<file path="config.mk">
export PLATFORM = sky130hd
export DESIGN_NAME = exc_ctrl
export DESIGN_NICKNAME = d
export VERILOG_FILES = /design/src/rtl/exc_pkg.sv /design/src/rtl/flopr_e.sv /design/src/rtl/exc_ctrl.sv
export SDC_FILE = /design/constraint.sdc
export NUM_CORES = 1
export LEC_CHECK = 0
export BUFFER_PORTS_ARGS = -buffer_cell sky130_fd_sc_hd__buf_4
export CORE_UTILIZATION = 40
export DETAILED_ROUTE_END_ITERATION = 8
export PLACE_DENSITY = 0.75
export SKIP_CTS_REPAIR_TIMING = 1
export SYNTH_ARGS = -nofsm -noshare
export SYNTH_HDL_FRONTEND = slang
export SYNTH_SLANG_ARGS = --single-unit
</file>
<file path="constraint.sdc">
create_clock -name clk -period 2.06 [get_ports clk]
set_clock_uncertainty 0.2 [all_clocks]
set_input_delay 0.412 -clock clk [delete_from_list [all_inputs] [get_ports clk]]
set_output_delay 0.412 -clock clk [all_outputs]
set_load 0.05 [all_outputs]
</file>
<file path="src/rtl/exc_pkg.sv">
// Shared types and constants for the LEGv8 exception controller.
package exc_pkg;

  // Controller state: normal execution, inside a handler, or stopped on a double fault.
  typedef enum logic [1:0] {
    RUN     = 2'd0,
    HANDLER = 2'd1,
    HALT    = 2'd2
  } exc_state_t;

  // Cause codes recorded in ESR.
  localparam logic [3:0] EXC_INVOP = 4'h1;
  localparam logic [3:0] EXC_IRQ   = 4'h2;
  localparam logic [3:0] EXC_MEMF  = 4'h3;
  localparam logic [3:0] EXC_DBL   = 4'hF;

  // Encodings of the fetch next-PC mux select.
  localparam logic [1:0] PCSEL_SEQ = 2'b00;
  localparam logic [1:0] PCSEL_VEC = 2'b01;
  localparam logic [1:0] PCSEL_ELR = 2'b10;

  // Fixed-priority cause selection: memory fault beats an illegal opcode,
  // and an external interrupt only wins when neither synchronous fault is present.
  function automatic logic [3:0] exc_cause(input logic mem_fault, input logic invalid_op);
    logic [3:0] code;
    if (mem_fault) begin
      code = EXC_MEMF;
    end else if (invalid_op) begin
      code = EXC_INVOP;
    end else begin
      code = EXC_IRQ;
    end
    return code;
  endfunction

endpackage

</file>
<file path="src/rtl/flopr_e.sv">
// Enable flop with asynchronous active-high reset; holds its value while en is low.
module flopr_e #(
  parameter int WIDTH = 8
) (
  input  logic             clk,
  input  logic             reset,
  input  logic             en,
  input  logic [WIDTH-1:0] d,
  output logic [WIDTH-1:0] q
);

  // Load d on enabled clock edges, clear asynchronously on reset.
  always_ff @(posedge clk or posedge reset) begin
    if (reset) begin
      q <= '0;
    end else if (en) begin
      q <= d;
    end else begin
      q <= q;
    end
  end

endmodule

</file>
<file path="src/rtl/exc_ctrl.sv">
// Exception sequencing controller for the single-cycle LEGv8 core.
// Arbitrates fault/interrupt sources, captures ELR/ESR, steers the fetch PC
// mux and detects double faults.
// Optional build macro: EXC_STATS_EN adds a saturating exc_count output.
module exc_ctrl
  import exc_pkg::*;
#(
  parameter int          N        = 64,
  parameter logic [63:0] VEC_ADDR = 64'h00000000000000D8,
  parameter int          ESR_W    = 4
) (
  input  logic             clk,
  input  logic             reset,
  input  logic [N-1:0]     pc_i,
  input  logic             invalid_op,
  input  logic             mem_fault,
  input  logic             ext_irq,
  input  logic             eret,
  output logic [1:0]       pc_sel,
  output logic [N-1:0]     exc_vec,
  output logic [N-1:0]     elr_o,
  output logic [ESR_W-1:0] esr_o,
  output logic             exc_taken,
  output logic             flush,
  output logic             halted
`ifdef EXC_STATS_EN
  ,
  output logic [15:0]      exc_count
`endif
);

  exc_state_t       state_q, state_d;
  logic             irq_pend_q, irq_pend_d;
  logic             guard_q, guard_d;

  logic             rst_s;
  logic             sync_fault_s;
  logic             irq_req_s;
  logic             take_s;
  logic [1:0]       pc_sel_s;
  logic             exc_taken_s;
  logic             flush_s;
  logic             halted_s;
  logic             elr_en_s;
  logic             esr_en_s;
  logic [ESR_W-1:0] esr_d;

  assign rst_s   = ~reset;
  assign exc_vec = VEC_ADDR[N-1:0];

  // In RUN an ERET is illegal and is folded into the invalid-opcode fault.
  assign sync_fault_s = mem_fault | invalid_op | eret;
  assign irq_req_s    = (ext_irq | irq_pend_q) & ~guard_q;
  assign take_s       = sync_fault_s | irq_req_s;

  // Next-state and output decode; every output takes its idle value first.
  always_comb begin
    state_d     = state_q;
    irq_pend_d  = irq_pend_q;
    guard_d     = guard_q;
    pc_sel_s    = PCSEL_SEQ;
    exc_taken_s = 1'b0;
    flush_s     = 1'b0;
    halted_s    = 1'b0;
    elr_en_s    = 1'b0;
    esr_en_s    = 1'b0;
    esr_d       = esr_o;
    case (state_q)
      RUN: begin
        guard_d = 1'b0;
        if (take_s) begin
          exc_taken_s = 1'b1;
          flush_s     = 1'b1;
          pc_sel_s    = PCSEL_VEC;
          elr_en_s    = 1'b1;
          esr_en_s    = 1'b1;
          esr_d       = ESR_W'(exc_cause(mem_fault, invalid_op | eret));
          state_d     = HANDLER;
          if (sync_fault_s) begin
            // The interrupt lost arbitration: remember it for later.
            irq_pend_d = irq_pend_q | ext_irq;
          end else begin
            irq_pend_d = 1'b0;
          end
        end else begin
          irq_pend_d = irq_pend_q | ext_irq;
        end
      end
      HANDLER: begin
        // Interrupts are masked inside the handler; only latch them.
        irq_pend_d = irq_pend_q | ext_irq;
        if (mem_fault | invalid_op) begin
          flush_s  = 1'b1;
          esr_en_s = 1'b1;
          esr_d    = ESR_W'(EXC_DBL);
          state_d  = HALT;
        end else if (eret) begin
          // guard lets the returned-to instruction retire before a pending IRQ.
          pc_sel_s = PCSEL_ELR;
          guard_d  = 1'b1;
          state_d  = RUN;
        end else begin
          state_d = HANDLER;
        end
      end
      HALT: begin
        halted_s = 1'b1;
        flush_s  = 1'b1;
        state_d  = HALT;
      end
      default: begin
        state_d = RUN;
      end
    endcase
  end

  // Controller state registers with asynchronous reset.
  always_ff @(posedge clk or negedge reset) begin
    if (!reset) begin
      state_q    <= RUN;
      irq_pend_q <= 1'b0;
      guard_q    <= 1'b0;
    end else begin
      state_q    <= state_d;
      irq_pend_q <= irq_pend_d;
      guard_q    <= guard_d;
    end
  end

  // Outputs are forced idle while reset is asserted, independent of inputs.
  assign pc_sel    = reset ? pc_sel_s : 2'b00;
  assign exc_taken = reset & exc_taken_s;
  assign flush     = reset & flush_s;
  assign halted    = reset & halted_s;

  flopr_e #(.WIDTH(N)) u_elr (
    .clk   (clk),
    .reset (rst_s),
    .en    (elr_en_s),
    .d     (pc_i),
    .q     (elr_o)
  );

  flopr_e #(.WIDTH(ESR_W)) u_esr (
    .clk   (clk),
    .reset (rst_s),
    .en    (esr_en_s),
    .d     (esr_d),
    .q     (esr_o)
  );

`ifdef EXC_STATS_EN
  logic [15:0] exc_count_q;

  // Count taken exceptions, saturating at the top of the range.
  always_ff @(posedge clk or negedge reset) begin
    if (!reset) begin
      exc_count_q <= 16'h0000;
    end else if (exc_taken_s && (exc_count_q != 16'hFFFF)) begin
      exc_count_q <= exc_count_q + 16'h0001;
    end else begin
      exc_count_q <= exc_count_q;
    end
  end

  assign exc_count = exc_count_q;
`endif

endmodule

</file>
# --- Word level (Yosys, flattened, before mapping) ---
# Cells that the tools add are included.
# Widths: inputs -> output; s select.
classes:
  div: 0
  magnitude_cmp: 0
  n_eq_ne: 6
  mul: 0
  n_addsub: 0
  shift: 0
  bitwise_logic: 10
  reduce_logical: 4
  mux: 26
ops:
  columns: ["operator", "count"]
  rows:
  - ["$mux 2", 7]
  - ["$mux 1", 10]
  - ["$mux 4", 2]
  - ["$ne 2x2->1 const B", 4]
  - ["$pmux 4 s2", 1]
  - ["$pmux 1 s2", 3]
  - ["$pmux 2 s3", 1]
  - ["$or 1x1->1", 5]
  - ["$and 1x1->1", 4]
  - ["$pmux 2 s2", 1]
  - ["$reduce_and 4->1", 1]
  - ["$pmux 1 s3", 1]
  - ["$reduce_and 3->1", 1]
  - ["$eq 2x1->1 const B", 1]
  - ["$eq 2x2->1 const B", 1]
  - ["$logic_not 2->1", 1]
  - ["$reduce_bool 2->1", 1]
  - ["$not 1->1", 1]
word_totals:
  register_bits: 72
  mem_count: 0
  latch_bits: 0
  input_bits: 70
  rom_bits: 0
  ramBits: 0

# --- Longest topological paths before layout ---
# Gate-level depths: netlist of run 1.
depth:
  word_depth: 6
  depth_mapped: 6

# --- Modules after synthesis ---
# From an unflattened synthesis of run 1, not the netlist that was laid out.
hier_totals:
  cells_unflattened: 255
  hier_area_um2: 3682.3
modules_own_cells:
  columns: ["mod", "cells_each", "n_inst", "area_per_inst_um2"]
  rows:
  - ["flopr_e (u_elr)", 136, 1, 2682.6]
  - ["exc_ctrl", 110, 1, 850.8]
  - ["flopr_e (u_esr)", 9, 1, 148.9]

# --- Worst setup path after synthesis of run 1 ---
# No wires, ideal clock.
synth_timing:
  path_kind: "reg-to-output"
  startpoint: "register state_q[0]"
  endpoint: "output port exc_taken"
  path_buffers: 3
  stages_incl_launch_ff: 7
  path_slack_ns: -0.203
  required_time_ns: 1.448
  arrival_ns: 1.651
  cell_sequence: "dfrtp_1 buf_6 or2_4 a21oi_4 buf_6 buf_8 and2_1"
synth_via:
  elab_chain_len: 3
synth_rtl:
  columns: ["item", "line", "text"]
  rows:
  - ["from (decl)", "exc_ctrl.sv:32", "exc_state_t state_q, state_d;"]
  - ["from (signal assigned)", "exc_ctrl.sv:124", "state_q <= state_d;"]
  - ["$logic_not 2->1", "exc_ctrl.sv:68", "case (state_q)"]
  - ["$mux 1", "exc_ctrl.sv:68", null]
  - ["$and 1x1->1", "exc_ctrl.sv:132", "assign exc_taken = reset & exc_taken_s;"]
  - ["to (decl)", "exc_ctrl.sv:23", "output logic exc_taken,"]
# Every way passes these cells.

# --- Worst setup path after layout of run 1 ---
layout_timing:
  startpoint: "register state_q[1]"
  endpoint: "output port flush"
layout_via:
  elab_chain_len: 3
  elab_cells_between_ends: 5
  classes_between: "eq/ne (2); mux (1); bitwise (1); reduce/logical (1)"
layout_rtl:
  columns: ["item", "line", "text"]
  rows:
  - ["$eq 2x2->1, or another cell as far along", "exc_ctrl.sv:68", null]
  - ["$pmux 1 s3 *", "exc_ctrl.sv:68", null]
  - ["$and 1x1->1 *", "exc_ctrl.sv:133", "assign flush = reset & flush_s;"]
  - ["to (decl)", "exc_ctrl.sv:24", "output logic flush,"]
# Every way passes the cells marked *; elsewhere a longest branch is shown, timed or not.

==> results.tsv, run 1 <==
metric	value	unit
fin_hold_ws	0.0163	ns
num_rows	33	
synth-main-ff-cell	dfrtp_1	
cts_buffer_depth	2	
wl_per_cell	13.9	um
die_h	94.3	um
postPlaceCellArea	4350	um^2
synth.distinct_cells	27	
drc	0	
synth_most_common_cell	dfrtp_1	
area_delta_synth_final	38.8	%
ys_ff_latch	71	
final_max_slew_viol_count	0	
dr.pass1.iters	6	
io_pins	207	
r2r_slack	0.13	ns
dp_hpwl	5210	um
r2r_cells	5	
grt-ovfl-total	0	
grt_max_degree	42	
violations	setup timing	
root_buffer	clkbuf_8	
gp_congestion	0.815	
synth_top_area_cell	dfrtp_1	
synth_top_area_share	52.1	%
vias	2246	
synth_edf_count	0	
crit_start	state_q[1]	
synth_cells	240	
grt_pass1_vias	2276	
status	complete, but fails checks	
dpl.cell_count	485	
cts_tree	built	
max_freq	466	MHz
fin_area	4730	um^2
cp.arrival	1.53	ns
finalSetupViolCount	4	
synthesis.area	3410	um^2
totalWireLength	7120	um
r2r_start	state_q[1]	
synthTopCellsByCount	71 x dfrtp_1, 68 x buf_4, 38 x mux2_2	
viasPerCell	4.40	
yosysSeqAreaShare	52.1	%
nFillCells	688	
layout.cells.non_filler	511	
cap_violations	0	
core	8220	um^2
detail-route-antenna-nets	0	
diodes	0	
critical_path_peak_fanout	6	
clock_sinks	71	
path_class	reg -> out	
final_nets	471	
relSlewSlack	65.5	%
die_w	94.3	um
drtIter0Drc	46	
yosysWarnings	0	
r2r_end	u_elr.q[28]	
critical_path.endpoint	flush	
yosys-top-cells-area	dfrtp_1 52%, buf_4 15%, mux2_2 13%	
drive_gt1_share	61.3	%
rsz0062_at_grt	yes	
hold_path_class	in -> async	
grt_use_total	15.9	%
tightest_slew	0.517	ns
async_reset_ff_share	100	%
grt_pass1_wl	10600	um
start_util	41.5	%
end_kind	primary output	
insertion_delay	0.33	ns
pre_cts_slack	0.0530	ns
port-buffer-count	142	
synth.avg_cell_area	14.2	um^2
fin_ws	-0.0853	ns
cts_max_level	3	
fp.dieArea	8900	um^2
report.final.hold_viol_count	0	
clkSlewWorstSetupHoldPaths	0.08	ns
startpoint_type	flip-flop	
cts_buffers	9	
antenna_found_initial	0	
min_period_over_period	104	%
fin_crit	2.15	ns
required	1.45	ns
## critical path, cell delays in order, from the launching register on
cell	delay (ns)
dfrtp_2	0.43
o21ba_4	0.17
mux2_2	0.28
o21a_1	0.18
buf_6	0.15
## flip-flops by register name, summed over array words and instances, names as in the netlist
register / cells
u_esr.q: 3
guard_q: 1
u_elr.q: 64
state_q: 2
irq_pend_q: 1
## worst min-delay path by stage
stage / startpoint / endpoint / slack, ns / cells after the start
finish: reset / u_elr.q[18] / 0.02 / 2
global route: reset / u_elr.q[18] / 0.07 / 2
CTS: reset / irq_pend_q / -0.30 / 1
detailed placement: reset / guard_q / 0.07 / 1
global placement: reset / guard_q / 0.07 / 1
floorplan: reset / guard_q / -0.08 / 0
## through the flow
step                      TNS [ns]  util [%]
after CTS                   -0.907      56.1
after global placement           0      52.9
after global routing        -0.517      57.6
after detailed placement         0      52.9
final                       -0.257      57.6
after floorplan                  0         -
## routing by layer
metal	vias up	wire length, um	global-route usage (%)	part of all wire, %
li1	1009	-	-	-
met1	1099	2780	17.9	39
met2	126	3640	26.9	51
met3	12	552	5.50	7.7
met4	0	145	7.18	2.0
met5	-	0	0	0
## final cells by class
| cell class | instances | area, um^2 | area share [%] |
|---|---|---|---|
| repair buffers | 161 | 1260 | 26.6 |
| well taps | 105 | 131 | 2.78 |
| clock buffers | 12 | 165 | 3.49 |
| clock inverters | 4 | 98.8 | 2.09 |
| multi-input cells | 158 | 1300 | 27.5 |
| flip-flops and latches | 71 | 1780 | 37.6 |
## kinds of logic after synthesis
| logic type | share of synthesized area, % |
|---|---|
| compound gates | 2.94 |
| flops | 52.1 |
| simple gates | 3.05 |
| mux | 24.4 |
| buf+inv | 17.2 |
| other cells | 0.220 |
## layout by cell type (no fill, tap or decap), types with 3 or more instances in the layout
master	count
buf_4	152
bufinv_16	3
clkbuf_8	12
conb_1	64
dfrtp_1	70
mux2_2	38
mux2_4	27
nor2_1	4
o21a_1	3
Power of run 1 is not shown: default switching activity piles up to over one toggle a cycle in this logic, so the estimate is an artifact.
==> inputs of run 2 (changes only) <==
RECOVER_POWER = 50   (was unset)
==> run 2 against run 1 <==
  * The flow still finishes with violations (setup timing)
  * Sequential share of layout area up 0.070 points
  * Wire length up 0.41%
  * Critical path depth unchanged
  * Die area unchanged
  * Fmax about the same
  * Non-clock buffer count unchanged
  * Flip-flop and latch count unchanged
==> results.tsv, run 2 (synthesis results as in run 1) <==
metric	value	unit
final_nets	471	
viasPerCell	4.43	
wl_met2	3660	um
diodes	0	
port-buffer-count	142	
grt_pass1_vias	2276	
cp.arrival	1.53	ns
fin_ws	-0.0855	ns
pre_cts_slack	0.0530	ns
violations	setup timing	
dr.pass1.iters	3	
final_max_slew_viol_count	0	
die_h	94.3	um
nFillCells	690	
dp_hpwl	5210	um
regMostFlops	u_elr.q	
fp.dieArea	8900	um^2
multi_input_area	1300	um^2
insertion_delay	0.33	ns
critical_path_peak_fanout	6	
totalWireLength	7150	um
gp_congestion	0.815	
end_kind	primary output	
reg_top3	u_elr.q: 64 flops, u_esr.q: 3 flops, state_q: 2 flops	
dr.max_layer_used	met4	
startpoint_type	flip-flop	
vias	2262	
fin_crit	2.15	ns
drt-met1-wl	2790	um
grt_max_degree	42	
finalSetupTns	-0.265	ns
layout_commonest_cell	buf_4	
cts_buffers	9	
area_delta_synth_final	38.5	%
io_pins	207	
clock_sinks	71	
relSlewSlack	31.6	%
required	1.45	ns
cap_violations	0	
rsz0062_at_grt	yes	
root_buffer	clkbuf_8	
grt-ovfl-total	0	
wl_per_cell	14.0	um
detail-route-antenna-nets	0	
report.final.hold_viol_count	0	
final_util	57.5	%
dr_wl_met3	553	um
largest_reg_flops	64	
status	complete, but fails checks	
most-common-layout-cells	149 x buf_4, 70 x dfrtp_1, 64 x conb_1, 38 x mux2_2, 27 x mux2_4	
tightest_slew	1.03	ns
cts_tree	built	
path_class	reg -> out	
regArea	1780	um^2
drc	0	
clkSlewWorstSetupHoldPaths	0.08	ns
min_period_over_period	104	%
antenna_found_initial	0	
grt_use_total	15.9	%
drive_gt1_share	61.1	%
grt_pass1_wl	10600	um
num_rows	33	
hold_path_class	in -> reg	
finalSetupViolCount	4	
fin_hold_ws	0.104	ns
start_util	41.5	%
drtIter0Drc	41	
die_w	94.3	um
core	8220	um^2
cts_max_level	3	
cts_buffer_depth	2	
max_freq	466	MHz
run 2: layout make-up:
cell class,count,area share (%)
well taps,105,2.78
clock buffers,12,3.50
multi-input cells,158,27.5
clock inverters,4,2.09
repair buffers,161,26.5
flip-flops and latches,71,37.7
run 2: stage by stage:
step / instances / cell area [um^2]
6_report: 511 / 4720
5_1_grt: 511 / 4720
4_1_cts: 501 / 4610
3_5_place_dp: 485 / 4350
3_3_place_gp: 485 / 4350
2_1_floorplan: 302 / 3650
run 2: worst max-delay path, cell delays in order, from the launching register on:
cell and delay (ns):
dfrtp_2 0.43, o21ba_4 0.17, mux2_2 0.28, o21a_1 0.18, buf_6 0.15
run 2: path summary, 6_finish.rpt:
path | start | slack, ns | cells after the start | endpoint
max | state_q[1] | -0.09 | 4 | flush
min | pc_i[5] | 0.10 | 2 | u_elr.q[5]
max reg2reg | state_q[1] | 0.13 | 5 | u_elr.q[28]
min reg2reg | irq_pend_q | 0.31 | 1 | irq_pend_q
max in group asynchronous | reset | 0.44 | 3 | u_elr.q[24]
min in group asynchronous | reset | 0.45 | 2 | u_elr.q[18]
run 2: metal layers:
layer,GRT usage (%),up-vias
li1,-,1010
met1,17.9,1114
met2,26.9,126
met3,5.50,12
met4,7.18,0
met5,0,-
Power of run 2 is left out for the same reason.
==> inputs of run 3 (changes only) <==
SETUP_SLACK_MARGIN = 0.3   (was unset)
==> run 3 against run 2 <==
  * The run still ends with setup timing left
  * Cell count up 0.39%
  * Worst setup slack got worse by 0.040 ns
  * Sequential share of layout area shrank 0.91 points
  * Flip-flop and latch count unchanged
  * Final area grew 2.5%
  * First-iteration DRC count up 66%
  * Highest routed layer unchanged
  * Register-to-register slack lost 0.10 ns
  * Critical path depth is the same
==> results.tsv, run 3 (synthesis results as in run 1) <==
metric	value	unit
status	complete, but fails checks	
violations	setup timing	
cts_tree	built	
tightest_slew	1.15	ns
relSlewSlack	23.7	%
grt_max_degree	49	
postPlaceCellArea	4350	um^2
r2r_end	u_elr.q[52]	
final_nets	473	
io_pins	207	
cts_max_level	3	
wl_per_cell	14.5	um
r2r_cells	6	
insertion_delay	0.34	ns
vias	2251	
grt_use_total	15.1	%
gp_congestion	0.869	
cp.arrival	1.57	ns
cp.depth	4	
reg_top3	u_elr.q: 64 flops, u_esr.q: 3 flops, state_q: 2 flops	
critical_path_peak_fanout	7	
clock_sinks	71	
dr.pass1.iters	4	
grt-ovfl-total	0	
drc	0	
required	1.45	ns
rsz0062_at_grt	yes	
dp_hpwl	5030	um
antenna_found_initial	0	
path_class	reg -> out	
end_kind	primary output	
viasPerCell	4.39	
fin_ws	-0.125	ns
critical_path.endpoint	flush	
diodes	0	
layout_commonest_cell	buf_4	
core	8220	um^2
min_period_over_period	106	%
critical_path.max_stage_delay	0.44	ns
critPathTopFamily	flip-flops	
cts_buffer_depth	2	
root_buffer	clkbuf_8	
regMostFlops	u_elr.q	
clkSlewWorstSetupHoldPaths	0.08	ns
area_delta_synth_final	41.9	%
drtIter0Drc	68	
cap_violations	0	
hold_path_class	in -> reg	
totalWireLength	7420	um
die_w	94.3	um
grt_pass1_vias	2078	
fin_hold_ws	0.0946	ns
detail-route-antenna-nets	0	
port-buffer-count	142	
finalSetupViolCount	4	
r2r_start	state_q[1]	
fin_crit	2.19	ns
crit_start	state_q[1]	
most-common-layout-cells	146 x buf_4, 70 x dfrtp_1, 64 x conb_1, 37 x mux2_2, 28 x mux2_4	
fp.dieArea	8900	um^2
start_util	41.5	%
grt_pass1_wl	9890	um
largest_reg_flops	64	
report.final.hold_viol_count	0	
fin_area	4840	um^2
final_max_slew_viol_count	0	
startpoint_type	flip-flop	
worstPathCellList	o21ba_4, mux2_4, o21a_4, buf_6	
drive_gt1_share	61.8	%
slowest_stage	dfrtp_2	
cp_num_buf_inv	1	
max_freq	458	MHz
num_rows	33	
r2r_slack	0.03	ns
cts_buffers	9	
die_h	94.3	um
[run 3: layer usage]
layer	global-route usage [%]	routed length, um	vias to the layer above
met1	16.2	2900	1087
met5	0	0	-
met2	24.0	3540	138
li1	-	-	1016
met4	8.46	138	0
met3	7.52	831	10
[run 3: worst register-to-register path: stages (launching register included)]
cell     delay (ns)
dfrtp_2        0.46
or2_4          0.27
a21oi_4        0.18
buf_4          0.15
buf_12         0.13
buf_16         0.16
mux2_2         0.36
[run 3: metrics by stage]
stage | util (%) | cells | setup slack [ns] | TNS, ns
floorplan | - | 302 | 0.0142 | 0
global placement | 52.9 | 483 | 0.0347 | 0
detailed placement | 52.9 | 483 | 0.0116 | 0
CTS | 56.0 | 499 | -0.294 | -1.01
global route | 58.9 | 513 | -0.168 | -0.858
finish | 58.9 | 513 | -0.125 | -0.443
[run 3: final cells by class]
cell class	count	area, um^2
clock buffers	11	151
clock inverters	5	104
fillers	683	3380
multi-input cells	158	1310
flip-flops and latches	71	1780
well taps	105	131
repair buffers	163	1360
[run 3: worst min-delay path by stage]
stage | start | to | slack [ns] | cells past startpoint
after floorplan | reset | guard_q | -0.08 | 0
after global placement | reset | guard_q | 0.09 | 1
after detailed placement | reset | guard_q | 0.09 | 1
after CTS | reset | state_q[0] | -0.29 | 1
after global routing | pc_i[15] | u_elr.q[15] | 0.08 | 2
final | pc_i[15] | u_elr.q[15] | 0.09 | 2
Power of run 3 is left out for the same reason.
